## src/rtl/arr_mem_pkg.sv

```systemverilog
// arr_mem_pkg: shared types and constants for the array memory port controller.
package arr_mem_pkg;
   typedef enum logic {CLR_IDLE, CLR_RUN} clr_state_t;
   localparam int RDW_READ_FIRST  = 0;
   localparam int RDW_WRITE_FIRST = 1;
endpackage

```

## src/rtl/arr_mem_core.sv

```systemverilog
// arr_mem_core: single-port word storage with a registered read and selectable read-during-write result.
module arr_mem_core
   import arr_mem_pkg::*;
#(
   parameter int WIDTH    = 64,
   parameter int DEPTH    = 2,
   parameter int RDW_MODE = RDW_WRITE_FIRST,
   localparam int AW      = DEPTH > 1 ? $clog2(DEPTH) : 1
) (
   input  logic                    clk,
   input  logic                    rst_n,
   input  logic                    we,
   input  logic                    re,
   input  logic [AW-1:0]           addr,
   input  logic signed [WIDTH-1:0] wdata,
   output logic signed [WIDTH-1:0] rdata
);
   localparam logic [AW:0] DEPTH_W = (AW+1)'(DEPTH);
   logic signed [WIDTH-1:0] mem_q [DEPTH];
   logic signed [WIDTH-1:0] rdata_q, rdata_d;
   logic in_range;
   assign in_range = {1'b0, addr} < DEPTH_W;
   always_comb rdata_d = !in_range ? '0 : (we && RDW_MODE == RDW_WRITE_FIRST) ? wdata : mem_q[addr];
   // storage is deliberately left out of reset
   always_ff @(posedge clk)
      if (we && in_range) mem_q[addr] <= wdata;
   always_ff @(posedge clk or negedge rst_n)
      if (!rst_n) rdata_q <= '0;
      else if (re) rdata_q <= rdata_d;
   assign rdata = rdata_q;
endmodule

```

## src/rtl/arr_mem_port_ctrl.sv

```systemverilog
// arr_mem_port_ctrl: host/datapath arbitration, clear sequencer and read steering around one array.
module arr_mem_port_ctrl
   import arr_mem_pkg::*;
#(
   parameter int              WIDTH    = 64,
   parameter int              DEPTH    = 2,
   parameter int              RDW_MODE = RDW_WRITE_FIRST,
   parameter logic [WIDTH-1:0] CLR_VAL = '0,
   localparam int             AW       = DEPTH > 1 ? $clog2(DEPTH) : 1
) (
   input  logic                    clk,
   input  logic                    rst_n,
   input  logic                    ctrl_sel,
   input  logic                    ctrl_we,
   input  logic [AW-1:0]           ctrl_addr,
   input  logic signed [WIDTH-1:0] ctrl_wdata,
   output logic signed [WIDTH-1:0] ctrl_rdata,
   input  logic                    dp_re,
   input  logic                    dp_we,
   input  logic [AW-1:0]           dp_addr,
   input  logic signed [WIDTH-1:0] dp_wdata,
   output logic signed [WIDTH-1:0] dp_rdata,
   output logic                    dp_rvalid,
   input  logic                    clr_req,
   output logic                    clr_busy,
   output logic                    dp_drop
);
   localparam logic [AW-1:0] LAST = AW'(DEPTH - 1);
   clr_state_t state_q, state_d;
   logic [AW-1:0] ptr_q, ptr_d, mem_addr;
   logic host_g, dp_g, mem_we, mem_re;
   logic ctrl_rd_q, ctrl_rd_d, dp_rvalid_q, dp_rvalid_d, dp_drop_q, dp_drop_d;
   logic signed [WIDTH-1:0] mem_wdata, mem_rdata, ctrl_hold_q, dp_hold_q;
   assign clr_busy = state_q == CLR_RUN;
   assign host_g   = !clr_busy && ctrl_sel;
   assign dp_g     = !clr_busy && !ctrl_sel;
   always_comb begin
      state_d     = state_q;
      ptr_d       = ptr_q;
      if (clr_busy) begin
         state_d = ptr_q == LAST ? CLR_IDLE : CLR_RUN;
         ptr_d   = ptr_q == LAST ? '0 : ptr_q + 1'b1;
      end else if (clr_req) begin
         state_d = CLR_RUN;
         ptr_d   = '0;
      end
      mem_we      = clr_busy || (host_g && ctrl_we) || (dp_g && dp_we);
      mem_re      = (host_g && !ctrl_we) || (dp_g && dp_re);
      mem_addr    = clr_busy ? ptr_q : host_g ? ctrl_addr : dp_addr;
      mem_wdata   = clr_busy ? CLR_VAL : host_g ? ctrl_wdata : dp_wdata;
      ctrl_rd_d   = host_g && !ctrl_we;
      dp_rvalid_d = dp_g && dp_re;
      dp_drop_d   = !dp_g && (dp_re || dp_we);
   end
   arr_mem_core #(.WIDTH(WIDTH), .DEPTH(DEPTH), .RDW_MODE(RDW_MODE)) u_core (
      .clk(clk), .rst_n(rst_n), .we(mem_we), .re(mem_re),
      .addr(mem_addr), .wdata(mem_wdata), .rdata(mem_rdata)
   );
   // the shared read register serves whichever port read last; the other port shows its held copy
   assign ctrl_rdata = ctrl_rd_q ? mem_rdata : ctrl_hold_q;
   assign dp_rdata   = dp_rvalid_q ? mem_rdata : dp_hold_q;
   assign dp_rvalid  = dp_rvalid_q;
   assign dp_drop    = dp_drop_q;
   always_ff @(posedge clk or negedge rst_n)
      if (!rst_n) begin
         state_q     <= CLR_IDLE;
         ptr_q       <= '0;
         ctrl_rd_q   <= 1'b0;
         dp_rvalid_q <= 1'b0;
         dp_drop_q   <= 1'b0;
         ctrl_hold_q <= '0;
         dp_hold_q   <= '0;
      end else begin
         state_q     <= state_d;
         ptr_q       <= ptr_d;
         ctrl_rd_q   <= ctrl_rd_d;
         dp_rvalid_q <= dp_rvalid_d;
         dp_drop_q   <= dp_drop_d;
         ctrl_hold_q <= ctrl_rdata;
         dp_hold_q   <= dp_rdata;
      end
endmodule
```

## config.mk

```make
export PLATFORM = sky130hd
export DESIGN_NAME = arr_mem_port_ctrl
export DESIGN_NICKNAME = d
export VERILOG_FILES = /design/src/rtl/arr_mem_pkg.sv /design/src/rtl/arr_mem_core.sv /design/src/rtl/arr_mem_port_ctrl.sv
export SDC_FILE = /design/constraint.sdc
export NUM_CORES = 1
export LEC_CHECK = 0
export BUFFER_PORTS_ARGS = -buffer_cell sky130_fd_sc_hd__buf_2
export CORE_MARGIN = 2
export CORE_UTILIZATION = 56
export DETAILED_ROUTE_END_ITERATION = 10
export HOLD_SLACK_MARGIN = 0.06
export PLACE_DENSITY = 0.8
export SLEW_MARGIN = 10
export SYNTH_ARGS = -nofsm -noshare
export SYNTH_HDL_FRONTEND = slang
export SYNTH_SLANG_ARGS = --single-unit
```

## constraint.sdc

```tcl
create_clock -name clk -period 7.7 [get_ports clk]
set_clock_uncertainty 0.1 [all_clocks]
set_input_delay 1.54 -clock clk [delete_from_list [all_inputs] [get_ports clk]]
set_output_delay 1.54 -clock clk [all_outputs]
set_load 0.05 [all_outputs]
```

After elaboration in Yosys (flattened, before gate mapping)
Memory sizes are Yosys's and may differ from the RTL's. A register that Yosys moved wholly into a read port is not among the register bits.
Cells that the tools add are included.
- memory bits (writable): 128
- logic and storage cells: 40
- input port bits: 137
- memories kept: 1
- bits in registers: 133
- output and inout bits: 131
- latch bits: 0
- bits in read-only memories: 0
- memory list (name ; depth ; width ; read ports ; clocked after memory_dff ; wr ports ; RTL line ; text):
    u_core.mem_q ; 2 ; 64 ; 1 ; 1 ; 1 ; arr_mem_core.sv:19 ; logic signed [WIDTH-1:0] mem_q [DEPTH];
- div/mod/pow operators: 0
- multipliers: 0
- reductions and logical operators: 17
- multiplexer cells: 14
- add/sub/neg operators: 1
- shift-type cells: 0
- bitwise operators: 0
- eq/ne operators: 0
- $lt $le $gt $ge: 0
- operators by type and width (kind ; count):
    $mux 64 ; 4
    $mux 1 ; 10
    $logic_and 1x1->1 ; 7
    $logic_not 1->1 ; 5
    $logic_or 1x1->1 ; 4
    $reduce_bool 2->1 ; 1
    $add 1x1->1 const B ; 1

Depth between registers and ports, before layout
- word-level depth: 7
- depth in mapped cells: 6
- mapped depth without buffers: 3

Hierarchy
Synthesis repeated with hierarchy kept, for this count alone.
- cells, all modules: 921
- area total of the unflattened synthesis: 13894.6 um^2
- by module, submodules not included (module ; sequential area each (um^2) ; instances ; cells an instance ; area each (um^2)):
    arr_mem_core ; 5445.2 ; 1 ; 487 ; 7878.8
    arr_mem_port_ctrl ; 3328.2 ; 1 ; 434 ; 6015.8

Least setup slack after synthesis
Ideal clock, no wire load.
- path kind: input port to flip-flop
- start point: input ctrl_sel
- end point: memory u_core.mem_q[0][0] (enable)
- arrival time: 6.888 ns
- data required time: 7.020 ns
- path slack: 0.132 ns
- stages on the path: 4
- path through: buf_6 buf_4 mux2_2 o31ai_1
- cells in the longest elaborated chain, start to end: 6
- elaborated cells between the ends (all ways): 11
- those cells by class: 4 x mux; 7 x reduce/logical
- RTL lines (what ; RTL line ; text):
    start: declaration ; arr_mem_port_ctrl.sv:13 ; input logic ctrl_sel,
    $logic_and 1x1->1 or $logic_not 1->1 (tied branches) ; arr_mem_port_ctrl.sv:35, arr_mem_port_ctrl.sv:36 ;
    $logic_and 1x1->1, on equally long branches ; arr_mem_port_ctrl.sv:47, arr_mem_port_ctrl.sv:36 ;
    $logic_or 1x1->1 or $logic_and 1x1->1 (tied branches) ; arr_mem_port_ctrl.sv:47 ; mem_we = clr_busy || (host_g && ctrl_we) || (dp_g && dp_we);
    $logic_or 1x1->1 ; arr_mem_port_ctrl.sv:47 ;
    $mux 1 ; arr_mem_core.sv:26 ; if (we && in_range) mem_q[addr] <= wdata;
    $mux 1 (not written as such) ; arr_mem_core.sv:26 ;
    end: declaration ; arr_mem_core.sv:19 ;
Parallel ways exist; a longest one is shown, timed or not.

Worst setup path in the final report
- start point: input ctrl_sel
- end point: memory u_core.mem_q[1][5] (enable)
The elaborated chain is that of the path after synthesis.

==> results.toml <==
[status]
status = "completed"

[route]
first_pass_iters = 5
postRouteAntennaNets = 0
wl_per_cell_um = 21.84
drtIter0Drc = 1018
vias = 9789
drc = 0
wirelength_um = 34880
via_per_inst = 6.130

[critical_path]
cpMostUsedCell = "buf_4"
arrival_ns = 4.47
crit_required_ns = 7.73
cp-end-kind = "flip-flop"
crit_chain = "buf_4 -> mux2i_4 -> buf_4 -> nand2b_1 -> a21boi_4 -> buf_4"
critPathKind = "input port to flip-flop"
path_max_fanout = 74
slowest_delay_ns = 0.77
cpMaxStageDelayCell = "buf_4"
cp-start-kind = "input port"

[clocking]
ctsResizeCount = 0
worstSkewPairLatency_ns = 0.51
clock_sinks = 325
cts_tree = "built"
holdBufCountCts = 0
path_clk_slew_ns = 0.06
htree_num_levels = 2
cts_setup_buffers = 0
root_buffer = "clkbuf_16"
clock_path_buffers = 3
cts_buffers = 35

[placed_design]
hpwlAfterDp_um = 19970
pre_cts_ws_ns = 2.749
place_congestion = 0.7614
postPlaceCellArea_um2 = 15660
io_buffers = 267

[sta]
slew_violations = 0
tns_ns = 0
slew_headroom = 0.2555
period_needed_ns = 4.442
worst_pin_slew_ns = 1.117
setup_viol = 0
holdWs_ns = 0.3904
rsz0062_at_grt = "false"
hold_violations = 0
fin_crit_sh = 0.5769
fmax_mhz = 225.1
worst_slack_ns = 3.258

[global_route]
track_usage = 0.2588
grt_max_degree = 89
antenna_found_initial = 4
grt_pass1_wl_um = 53820
grt_pass1_vias = 9924
grt_overflow = 0

[power_and_ir_drop]
peakVddDrop_mv = 0.3405
leakage_nw = 6.949
p_per_area_nw_per_um2 = 493.2

[cells_and_area]
finalNetCount = 1375
final_cell_mix = "buf_2 (265), dfrtp_1 (194), mux2_2 (193)"
area_growth_syn_to_layout_pct = 18.24
drive_gt1_frac = 0.4415
finalInstanceArea_um2 = 16830
layout_commonest_cell = "buf_2"

[die]
core_um2 = 25040
ios = 268
rows = 58
die_area_um2 = 26720
die_x_um = 163.5
initial_core_util = 0.5687
die_y_um = 163.5

[yosys]
syn_area_per_cell_um2 = 13.93
synth_top_area_share = 0.3463
ys_seq_elements = 325
synth.distinct_cells = 31
synth_top_area_cell = "dfrtp_1"
ys_warn_count = 0
synth_fp_nets = 1159
postSynthCellCount = 1022
syn_area_um2 = 14240
synthTopCellsByArea = "dfrtp_1 (35%), edfxtp_1 (27%), mux2_2 (15%), o221ai_1 (3.9%), o32ai_1 (3.9%)"
ys_seq_area_frac = 0.6162

[min_path]
min_path_type = "flip-flop to flip-flop"

[run]
cap_violations = 0
==> cells by family (layout without fill, tap and decap cells) <==
| family | Yosys count | after routing | share of synthesized area |
|---|---|---|---|
| DFF | 325 | 325 | 0.6162 |
| muxes | 194 | 194 | 0.1534 |
| AOI/OAI and AO/OA | 262 | 262 | 0.1432 |
| other | 0 | 3 | 0 |
| and+or+nand+nor | 75 | 75 | 0.03366 |
| buffers and inverters | 166 | 408 | 0.05361 |
==> path summary, 6_finish.rpt <==
| kind | start | slack [ns] | cells past startpoint | end |
|---|---|---|---|---|
| worst max register to register | clr_busy$_DFF_PN0_ | 4.41 | 3 | u_core.mem_q[1][5]$_DFFE_PP_ |
| min in group asynchronous | rst_n | 0.93 | 1 | dp_hold_q[23]$_DFF_PN0_ |
| worst min-delay path | ctrl_hold_q[60]$_DFF_PN0_ | 0.39 | 1 | ctrl_hold_q[60]$_DFF_PN0_ |
| max in group asynchronous | rst_n | 5.15 | 2 | clr_busy$_DFF_PN0_ |
| worst max-delay path | ctrl_sel | 3.26 | 6 | u_core.mem_q[1][5]$_DFFE_PP_ |
| worst min register to register | ctrl_hold_q[60]$_DFF_PN0_ | 0.39 | 1 | ctrl_hold_q[60]$_DFF_PN0_ |
==> stage by stage <==
step / instances / power (mW) / util
2_1_floorplan: 1022 / 5.803 / -
3_3_place_gp: 1531 / 6.512 / 0.6255
3_5_place_dp: 1531 / 6.614 / 0.6255
4_1_cts: 1594 / 8.333 / 0.6721
5_1_grt: 1596 / 8.657 / 0.6723
6_report: 1597 / 8.302 / 0.6724
==> state kept, by name, summed over array words and instances (netlist names) <==
register	count
dp_drop	1
dp_hold_q	64
ctrl_rd_q	1
u_core.mem_q	128
dp_rvalid	1
ctrl_hold_q	64
u_core.rdata	64
clr_busy	1
ptr_q	1
==> metal layers <==
layer | wire length [um] | part of all wire | track usage
met5 | 12 | 0.00034 | 0
met4 | 1077 | 0.031 | 0.1017
met2 | 16710 | 0.48 | 0.4125
met1 | 14490 | 0.42 | 0.3589
met3 | 2592 | 0.074 | 0.04292
==> cells in the mapped netlist, drive strengths merged <==
cell type,number
a211oi,64
a21boi,1
a21oi,64
and2,65
buf,60
clkbuf,40
dfrtp,197
edfxtp,128
inv,66
mux2,193
mux2i,1
nand2,1
nand2b,2
nand4bb,1
nor2b,2
nor3b,1
o21a,1
o21ai,2
o221ai,64
o22a,1
o31ai,1
o32ai,64
or3,1
or3b,1
or4b,1
==> critical path: cells and delay by family <==
| family | cells | cell delay [ns] |
|---|---|---|
| AND/OR/NAND/NOR | 1 | 0.30 |
| AO/OA/AOI/OAI | 1 | 0.51 |
| buffers and inverters | 3 | 1.90 |
| multiplexers | 1 | 0.16 |
==> report_power, final <==
group	switching [mW]	internal [mW]	total, mW
Combinational	2.40	0.903	3.31
Clock	0.671	1.03	1.70
Sequential	0.476	2.82	3.29
==> cell type report <==
| class | instances | area (um^2) |
|---|---|---|
| sequential | 325 | 8785 |
| fill | 1786 | 8202 |
| multi-input combinational | 531 | 4776 |
| timing repair buffer | 279 | 1438 |
| clock buffer | 50 | 1026 |
| tap | 330 | 412.9 |
| inverter | 66 | 250.2 |
| clock inverter | 13 | 140.1 |
| antenna | 3 | 7.507 |
Power figures use the tool's default switching activity.
